<file path="src/rtl/dds_param_ctrl.sv">
`default_nettype none
// ============================================================================
// Module   : dds_param_ctrl
// Purpose  : Turns four raw active-low push buttons into DDS control words.
//            Each key is synchronised (2 flops) and debounced, and a falling
//            edge of the debounced level produces a one-clock press pulse.
//            Press pulses rotate the waveform select, step the frequency
//            tuning word up/down with clamping, and advance the phase word.
// Ports    : clk         - system clock, rising edge
//            rstn        - asynchronous active-low reset
//            key_wave    - raw button, next waveform
//            key_fre_up  - raw button, frequency up
//            key_fre_dn  - raw button, frequency down
//            key_pha     - raw button, phase advance
//            wave_sel    - one-hot waveform select (sin/square/tri/saw)
//            fre_step    - N-bit frequency tuning word
//            pha_step    - M-bit phase offset word
//            param_upd   - one-clock pulse when any output word changes
// Revision : 1.0 - initial release
// ============================================================================
module dds_param_ctrl #(
  parameter int N               = 32,
  parameter int M               = 12,
  parameter int DEBOUNCE_CYCLES = 1000000,
  parameter int FRE_INIT        = 86,
  parameter int FRE_INC         = 86,
  parameter int FRE_MAX         = 858993459,
  parameter int PHA_INC         = 1024
) (
  input  logic         clk,
  input  logic         rstn,
  input  logic         key_wave,
  input  logic         key_fre_up,
  input  logic         key_fre_dn,
  input  logic         key_pha,
  output logic [3:0]   wave_sel,
  output logic [N-1:0] fre_step,
  output logic [M-1:0] pha_step,
  output logic         param_upd
);

  localparam int            CW         = (DEBOUNCE_CYCLES > 1) ? $clog2(DEBOUNCE_CYCLES) : 1;
  localparam logic [CW-1:0] C_CNT_LAST = CW'(DEBOUNCE_CYCLES - 1);
  localparam logic [N-1:0]  C_FRE_INIT = N'(FRE_INIT);
  localparam logic [N-1:0]  C_FRE_INC  = N'(FRE_INC);
  localparam logic [N-1:0]  C_FRE_MAX  = N'(FRE_MAX);
  localparam logic [N:0]    C_INC_X    = (N+1)'(FRE_INC);
  localparam logic [N:0]    C_INC2_X   = (N+1)'(2 * FRE_INC);
  localparam logic [N:0]    C_MAX_X    = (N+1)'(FRE_MAX);
  localparam logic [M-1:0]  C_PHA_INC  = M'(PHA_INC);

  // Key index: 0 wave, 1 fre_up, 2 fre_dn, 3 pha
  logic [3:0] keys_raw;
  logic [3:0] press;

  assign keys_raw = {key_pha, key_fre_dn, key_fre_up, key_wave};

  generate
    for (genvar k = 0; k < 4; k++) begin : g_key
      logic          sync1_q;
      logic          sync2_q;
      logic          stable_q;
      logic          stable_d;
      logic          press_q;
      logic          press_d;
      logic [CW-1:0] cnt_q;
      logic [CW-1:0] cnt_d;

      // Counter runs only while the synchronised level disagrees with the
      // accepted level; any agreeing cycle restarts the stability window.
      always_comb begin
        stable_d = stable_q;
        cnt_d    = '0;
        if (sync2_q != stable_q) begin
          if (cnt_q == C_CNT_LAST) begin
            stable_d = sync2_q;
          end else begin
            cnt_d = cnt_q + CW'(1);
          end
        end
        // Only a 1 -> 0 change of the accepted level counts as a press
        press_d = stable_q & ~stable_d;
      end

      always_ff @(posedge clk or negedge rstn) begin
        if (!rstn) begin
          sync1_q  <= 1'b1;
          sync2_q  <= 1'b1;
          stable_q <= 1'b1;
          cnt_q    <= '0;
          press_q  <= 1'b0;
        end else begin
          sync1_q  <= keys_raw[k];
          sync2_q  <= sync1_q;
          stable_q <= stable_d;
          cnt_q    <= cnt_d;
          press_q  <= press_d;
        end
      end

      assign press[k] = press_q;
    end
  endgenerate

  logic [3:0]   wave_q, wave_d;
  logic [N-1:0] fre_q, fre_d;
  logic [M-1:0] pha_q, pha_d;
  logic         upd_q, upd_d;
  logic [N:0]   fre_sum;

  always_comb begin
    wave_d  = wave_q;
    fre_d   = fre_q;
    pha_d   = pha_q;
    // One extra bit so the up-step can never wrap past the clamp
    fre_sum = {1'b0, fre_q} + C_INC_X;

    if (press[0]) begin
      case (wave_q)
        4'b0001: wave_d = 4'b0010;
        4'b0010: wave_d = 4'b0100;
        4'b0100: wave_d = 4'b1000;
        4'b1000: wave_d = 4'b0001;
        default: wave_d = 4'b0001;
      endcase
    end

    // Simultaneous up and down cancel out
    if (press[1] && !press[2]) begin
      fre_d = (fre_sum > C_MAX_X) ? C_FRE_MAX : fre_sum[N-1:0];
    end else if (press[2] && !press[1]) begin
      // Floor at one step so the tuning word never reaches zero
      fre_d = ({1'b0, fre_q} <= C_INC2_X) ? C_FRE_INC : (fre_q - C_FRE_INC);
    end

    if (press[3]) begin
      pha_d = pha_q + C_PHA_INC;
    end

    upd_d = (wave_d != wave_q) || (fre_d != fre_q) || (pha_d != pha_q);
  end

  always_ff @(posedge clk or negedge rstn) begin
    if (!rstn) begin
      wave_q <= 4'b0001;
      fre_q  <= C_FRE_INIT;
      pha_q  <= '0;
      upd_q  <= 1'b0;
    end else begin
      wave_q <= wave_d;
      fre_q  <= fre_d;
      pha_q  <= pha_d;
      upd_q  <= upd_d;
    end
  end

  assign wave_sel  = wave_q;
  assign fre_step  = fre_q;
  assign pha_step  = pha_q;
  assign param_upd = upd_q;

endmodule
`default_nettype wire

</file>
<file path="config.mk">
export PLATFORM = sky130hd
export DESIGN_NAME = dds_param_ctrl
export DESIGN_NICKNAME = d
export VERILOG_FILES = /design/src/rtl/dds_param_ctrl.sv
export SDC_FILE = /design/constraint.sdc
export NUM_CORES = 1
export LEC_CHECK = 0
export CORE_ASPECT_RATIO = 1.75
export CORE_MARGIN = 5
export CORE_UTILIZATION = 45
export CTS_CLUSTER_DIAMETER = 40
export DETAILED_ROUTE_END_ITERATION = 16
export HOLD_SLACK_MARGIN = 0.08
export SYNTH_ARGS = -nofsm -noshare
export SYNTH_HDL_FRONTEND = slang
export SYNTH_SLANG_ARGS = --single-unit
</file>
<file path="constraint.sdc">
create_clock -name clk -period 7.8 [get_ports clk]
set_clock_uncertainty 0.05 [all_clocks]
set_input_delay 2.34 -clock clk [delete_from_list [all_inputs] [get_ports clk]]
set_output_delay 2.34 -clock clk [all_outputs]
set_load 0.01 [all_outputs]
</file>
==> results of run 1 <==
[metal layers]
metal / GRT usage, % / wire length (µm) / part of all wire (%)
met1: 25.1 / 9320 / 36
met2: 44.2 / 13700 / 52
met3: 4.46 / 1200 / 4.6
met4: 18.0 / 1960 / 7.5
met5: 0 / 0 / 0
[worst max-delay path, delay by kind of cell (launching register included)]
family / cells / cell delay [ps]
AOI/OAI and AO/OA: 5 / 1840
and+or+nand+nor: 4 / 1480
DFF: 1 / 650
muxes: 1 / 380
adders and majority gates: 1 / 290
buffers and inverters: 1 / 120
xor gates and xnor gates: 1 / 110
[flip-flops by register name (all words and copies together) (netlist names)]
name            cells
g_key.press_q       4
g_key.sync2_q       4
param_upd           1
g_key.cnt_q        80
g_key.stable_q      4
g_key.sync1_q       4
pha_step            2
wave_sel            4
fre_step           32
[worst min-delay path by stage]
stage | from | end | cells past startpoint
floorplan | g_key[0].sync1_q | g_key[0].sync2_q | 0
global placement | g_key[0].sync1_q | g_key[0].sync2_q | 0
detailed placement | g_key[1].sync1_q | g_key[1].sync2_q | 0
CTS | g_key[1].sync1_q | g_key[1].sync2_q | 0
global route | g_key[2].sync1_q | g_key[2].sync2_q | 0
finish | g_key[1].sync1_q | g_key[1].sync2_q | 0
[stage by stage]
step                      hold WS, ps  instances  util (%)
after floorplan                   295        984         -
after global placement            296       1207      48.3
after detailed placement          299       1207      48.3
after CTS                         307       1238      51.6
after global routing              312       1238      51.6
final                             306       1238      51.6
[area by class of cell]
cell class | instances | area [µm²]
clock buffer | 20 | 467
clock inverter | 11 | 148
fill | 1852 | 9030
inverter | 16 | 60.1
multi-input combinational | 768 | 4770
sequential | 135 | 3400
tap | 238 | 298
timing repair buffer | 50 | 487
[power groups by stage]
stage / Sequential, mW / Clock (mW) / Combinational, mW
2_1_floorplan: 0.727 / 0 / 0.0195
3_3_place_gp: 0.728 / 0 / 0.0362
3_5_place_dp: 0.728 / 0 / 0.0367
4_1_cts: 0.716 / 0.858 / 0.0367
5_1_grt: 0.717 / 0.889 / 0.0415
6_report: 0.716 / 0.838 / 0.0347
[placed cells by master, fill, tap and decap left out, types with 11 or more instances in the layout]
master and count:
and3_1 25, nand4_1 25, o21ai_0 40, nand2_1 78, xor2_1 45, dfstp_2 17
a211oi_1 14, dfrtp_1 118, clkdlybuf4s50_1 43, nor2_1 132, clkbuf_16 17, a31oi_1 11
o211ai_1 11, nand3_1 48, inv_1 15, a21oi_1 45, xnor2_1 45, or3_1 20
nor3_1 31
[kinds of logic (layout without fill, tap and decap cells)]
group | after synthesis | after routing | share of synthesized area [%]
flip-flops | 135 | 135 | 39.7
XOR/XNOR | 90 | 90 | 9.21
AND/OR/NAND/NOR | 445 | 445 | 27.4
other | 1 | 10 | 0.0438
adder cells (fa/ha/maj) | 7 | 7 | 1.02
AO/OA/AOI/OAI | 209 | 209 | 16.6
buffers and inverters | 81 | 97 | 4.96
multiplexers | 7 | 7 | 0.951
==> summary by stage, run 1 <==
Critical path
The maximum cell stage delay along the critical path is 810 ps. STA classifies the critical path startpoint as a register. In this run the critical register-to-register path is captured at param_upd. Walking the worst path, the cells encountered are inv_1, ha_1, nand2b_1, a211oi_2, and2b_1, xnor2_1, or4b_1, nor4_2, a21o_1, o21ai_2, mux2_4, a2111oi_2, o2111ai_1. The worst path arrival time is 5300 ps.

The critical path in this run is classified as reg2reg. The critical path capture point is param_upd. The endpoint required time on the critical path is 8020 ps. The critical path's slowest cell is a211oi_2.

The element type at the critical path end is a register. The launching point of the worst reg2reg path is fre_step[1]. The number of cells traversed by the worst register-to-register path is 13.

The critical path launch point is fre_step[1]. The peak fanout along the critical path is 13. Setup slack on the worst reg-to-reg path comes out at 2720 ps.

Route
Once detail routing completed, the nets flagged for antenna violations numbered 0. For this block, the via count after detailed routing is 7585. The number of vias per cell after detailed routing is 6.13. In the routed design, unresolved DRC markers number 0. The number of detailed-routing iterations run before antenna repair is 5. The final layout contains routed wiring with a total length of 26.2 mm.

For this block, the initial DRC count from the detailed router was 528. After detailed routing, the average wire length per cell comes to 21.2 µm.

Pwr
Per report_power, the sequential group accounts for 45.1% of the total. The share of total power dissipated in combinational logic is 2.2%. Summed over all nets, the switching power comes to 0.344 mW.

The total power consumption of the routed design is 1.59 mW. In this run the power density over the cells is 165 mW/mm². In this run switching power makes up 21.7% of total power. The proportion of power drawn by the clock network is 52.8%. The worst vdd rail ir drop is 0.000138 V. The analysis attributes to cell leakage a power of 3.86 nW. Internal power comes to 1.24 mW.

Die
In this run the standard cell core region covers 0.0187 mm². The number of placement rows is 66. The effective utilization at floorplan is 45.8%. The number of placed I/O pins is 55. The die covers 0.0220 mm². The vertical die dimension is 192 µm.

Measured along the x axis, the die boundary spans 114 µm.

Synth
The post-synthesis instance area is 0.00855 mm². The average size of a mapped cell is 8.77 µm². Synthesis handed over a netlist of 975 instances. The number of library cell types mapped by synthesis is 90. Ranked by total cell area, the synthesized netlist is headed by dfrtp_1 35%, nor2_1 5.8%, dfstp_2 5.2%.

The synthesized flop and latch total is 135. The most common flop cell mapped by yosys is dfrtp_1. The top cell type by area accounts for 34.5% of the synthesized area.

The number of enable-type register cells in the synthesized netlist is 0. The cell taking the most area after synthesis is dfrtp_1. The share of synthesized flip-flops with an asynchronous set or reset is 100%. Of the synthesized area, sequential elements account for 39.7%. In the post-synthesis netlist, the cell with the most instances is nor2_1.

For this run, the number of Yosys warnings is 0. The commonest cells after synthesis are 132 x nor2_1, 118 x dfrtp_1, 78 x nand2_1, 48 x nand3_1.

Flow run
The tool flagged a number of max-cap violations equal to 0.

STA
Setup repair after global routing left no endpoint under its margin. The number of hold violations in the final report is 0. Summed over all failing endpoints, the final setup total negative slack is 0 ps. Once routing completed, OpenROAD measured the worst setup slack at 2720 ps. The minimum clock period is 5080 ps. The fmax is 197 MHz. The number of max-slew violations in the final report is 0. At the pin with the least slew margin, the transition time is 891 ps.

The setup-violating endpoint count in the final report is 0. The ratio of final minimum period to clock period is 65.1%. The worst slew margin relative to its limit is 40.5%.

Finish
The number of nets in the final layout is 1001. The final instance area is 0.00963 mm². The fraction of layout instances using a drive strength above 1 is 8.90%. 0 antenna diodes ended up in the layout. Compared with the post-synthesis result, the final layout area differs by 12.6%.

Global route
The first global-routing pass estimated 42.1 mm of wire. The via count of the first global-routing pass is 7788. The maximum number of pins on one net before global-route repair is 97.

The number of antenna violations at the first check in global routing is 0. The total congestion overflow after global routing is 0. The global router's overall resource usage is 24.6%.

Placement
The routability congestion estimate from global placement is 1.04. Summed over all nets, the half-perimeter wirelength after detailed placement is 19.1 mm. The number of I/O port buffers is 44. OpenSTA, run right after detailed placement, puts the worst setup slack at 2790 ps. The total placed instance area is 0.00901 mm².

Hold path
The class of the worst hold path is reg2reg.

Clock network
Buffers inserted to repair hold after CTS numbered 0. The clock insertion delay at the later pin of the skew report is 420 ps. The H-tree level count is 4. The TritonCTS clock tree is yes. The buffer type at the clock tree root is clkbuf_16. The count of buffers added by post-CTS timing repair for setup is 0.

The maximum buffer depth of the clock tree is 2. After clock tree synthesis, the clock-pin slew on the worst setup and hold paths is 60 ps. The number of gates resized after CTS was 0. The clock drives 135 sinks. Counting the buffers created by CTS gives 17.

Outcome
The flow ran to the end, and the final reports show no timing, DRC or antenna violations.
Note: power is estimated with default switching activity, not from simulation.
==> inputs of run 2 (changes only) <==
PLACE_DENSITY = 0.66   (was unset)
clock period = 4.13 ns   (was 7.8 ns; I/O delays follow)
==> run 2 against run 1 <==
Setup slack got worse by 2500 ps. Sequential power increased by 89%. Count of clock-buffer cells in the layout grew 1. Largest cell class unchanged. Critical path depth grew 1. Via count rose by 3.9%. Combinational power is 94% higher. Global-route usage increased by 1.4 points. Largest power group unchanged. Clock power grew 80%. Core utilization rose by 2.1 points.
==> summary by stage, run 2 (same netlist as run 1, synthesis figures left out) <==
Critical path
In this run the worst path has a maximum fanout of 5. Data on the critical path is required at its endpoint by 4360 ps. The largest single stage delay on the critical path is 530 ps. The worst register-to-register path ends at param_upd.

The worst register-to-register path begins at fre_step[1]. The element type at the critical path start is a register. The start-to-end type of the worst setup path is reg2reg.

The element type at the critical path end is a register. The number of cells traversed by the worst register-to-register path is 14. Data on the critical path arrives at its endpoint at 4180 ps. Walking the worst path, the cells encountered are inv_1, ha_1, nand2b_1, a211oi_4, and2b_1, xnor2_1, or4b_1, nor4_2, buf_4, a21o_1, o21ai_2, mux2_4, a2111oi_2, o2111ai_1. The critical path's slowest cell is dfstp_2. The setup check on the worst reg-to-reg path leaves a slack of 180 ps.

Clock network
The root buffer cell chosen for the clock tree is clkbuf_16. In this run the number of H-tree levels came out at 4. Hold repair after CTS inserted 0 buffers.

The later pin in the worst-skew pair is clocked with a latency of 420 ps. The CTS clock-pin slew for the worst setup and hold paths is 60 ps. TritonCTS created 17 clock buffers.

Buffers added to address setup during post-CTS repair amount to 0. The number of clock sinks is 135. The TritonCTS clock tree is yes. The maximum buffer depth of the clock tree is 2. The number of instances resized during post-cts repair is 0.

Pwr
Net switching is 22.2% of the power. Per report_power, the sequential group accounts for 46.1% of the total. The internal portion of the total power is 2.28 mW. The net switching power is 0.652 mW. Per report_power, the combinational group accounts for 2.3% of the total. The total power consumption of the routed design is 2.93 mW. The analysis attributes to cell leakage a power of 4.13 nW.

Across the VDD grid, the largest voltage drop is 0.000301 V. The total power density per cell area is 292 mW/mm². The proportion of power drawn by the clock network is 51.6%.

Die
Once the floorplan was initialized, standard cells occupied 45.8% of the core. After floorplanning, the core was sized to cover 0.0187 mm². The initialized floorplan defines 66 standard-cell rows. The number of placed I/O pins is 55. The floorplan step set the die width to 114 µm.

The floorplan step defined a die boundary enclosing 0.0220 mm². In this run the vertical extent of the chip is 192 µm.

Finish
Counting the fill cells in the layout gives 1805. The final instance area is 0.0100 mm². Of the cells placed in the final design, the portion with a size suffix greater than 1 is 13.7%. The end-of-flow core utilization is 53.7%. Summing all multi-input logic gate instances after layout gives 0.00479 mm².

The top cell types in the final layout, fill and taps aside, are 131 x nor2_1, 118 x dfrtp_1, 78 x nand2_1. The footprint of the flip-flops and latches is 0.00340 mm². The most frequent standard cell in the layout excluding fill and tap cells is nor2_1. The number of nets in the final layout is 1054. The post-synthesis to final-layout area growth is 17.2%.

The largest register by flop count is g_key.cnt_q. The antenna cell count is 0. The register with the most flip-flops in the layout has 80 of them.

STA
Setup violations remaining at the end of the flow were counted as 0. At the pin with the least slew margin, the transition time is 925 ps. The number of hold violations in the final report is 0. The worst pin sits at a relative slew slack of 38.0%. Of the available clock period, the critical path in the final layout requires 95.7%. The number of max-slew violations in the final report is 0.

For the finished layout, the period the worst path requires is 3950 ps. Once routing completed, OpenROAD measured the worst setup slack at 179 ps. The fmax is 253 MHz.

Placement
At the end of routability-driven placement, the weighted congestion stood at 1.10. OpenSTA, run right after detailed placement, puts the worst setup slack at 207 ps. The total placed instance area is 0.00943 mm².

In this run the tool buffered the top-level ports with 44 buffer cells. The detailed-placement wirelength estimate is 20.4 mm.

Global route
The via count of the first global-routing pass is 8199. After global routing the overflow that remains totals 0. Global routing used 26.0% of the available tracks across all layers. The first global-routing pass estimated 43.9 mm of wire. Entering global routing, the biggest net connects 67 pins. The number of antenna violations at the first check in global routing came to 0.

Flow run
The max-capacitance violation count is 0.

Route
The number of vias per cell after detailed routing is 6.10. After detailed routing, the total wire length is 27.6 mm. The routed length per placed instance is 21.4 µm.

The residual antenna-violating net count after detailed routing is 0. Before antenna repair, the detailed router went through 5 iterations. In this run, the number of DRC markers left after iteration 0 of detailed routing was 472. The total vias in the final route is 7881. For this run, design rule violations remaining after detail routing come to 0.

Hold path
The hold-critical path depth is 0. The hold-critical path endpoint is g_key[1].sync2_q. The class of the worst hold path is reg2reg. In this run the most critical hold path is launched from g_key[1].sync1_q.

Outcome
The flow ran to the end, and the final reports show no timing, DRC or antenna violations.
-- run 2: cell types whose count changed in the layout (fill, tap and decap cells not counted), moves of 2 or more --
cell	delta
clkinvlp_4	-3
clkbuf_1	+2
buf_4	+52
clkinv_2	+2
-- run 2: stage by stage --
step | instances | hold WS [ps] | setup TNS, ps
after floorplan | 984 | 295 | 0
after global placement | 1260 | 296 | 0
after detailed placement | 1260 | 302 | 0
after CTS | 1292 | 311 | 0
after global routing | 1292 | 313 | -29.5
final | 1292 | 307 | 0
-- run 2: metal layers --
layer,GRT usage [%],vias to the layer above,routed length [µm]
met2,46.6,299,14500
met4,21.2,0,2360
met1,26.2,3832,9500
li1,-,3627,-
met3,3.77,123,1230
met5,0,-,0
-- run 2: area by class of cell --
type	instances	share of cell area, %
Timing Repair Buffer	103	8.95
Inverter	16	0.599
Sequential cell	135	33.9
Clock inverter	11	1.22
Multi-Input combinational cell	768	47.8
Clock buffer	21	4.59
Tap cell	238	2.97
-- run 2: worst max path at each step --
stage	from	end	slack, ps
floorplan	fre_step[1]	param_upd	140
global placement	fre_step[9]	param_upd	240
detailed placement	fre_step[9]	param_upd	210
CTS	fre_step[9]	param_upd	190
global route	fre_step[1]	param_upd	-30
finish	fre_step[1]	param_upd	180
-- run 2: power groups by stage --
stage | Clock, mW | Sequential, mW | Combinational (mW)
after global placement | 0 | 1.37 | 0.0699
after global routing | 1.60 | 1.35 | 0.0802
after CTS | 1.55 | 1.35 | 0.0704
final | 1.51 | 1.35 | 0.0672
after detailed placement | 0 | 1.38 | 0.0699
after floorplan | 0 | 1.37 | 0.0367
-- run 2: worst max-delay path, delay by kind of cell (launching register included) --
family          cells  cell delay [ps]
mux                 1              320
compound gates      5             1100
flops               1              530
fa+ha+maj           1              200
xor+xnor            1               90
buf+inv             2              240
simple gates        4             1300
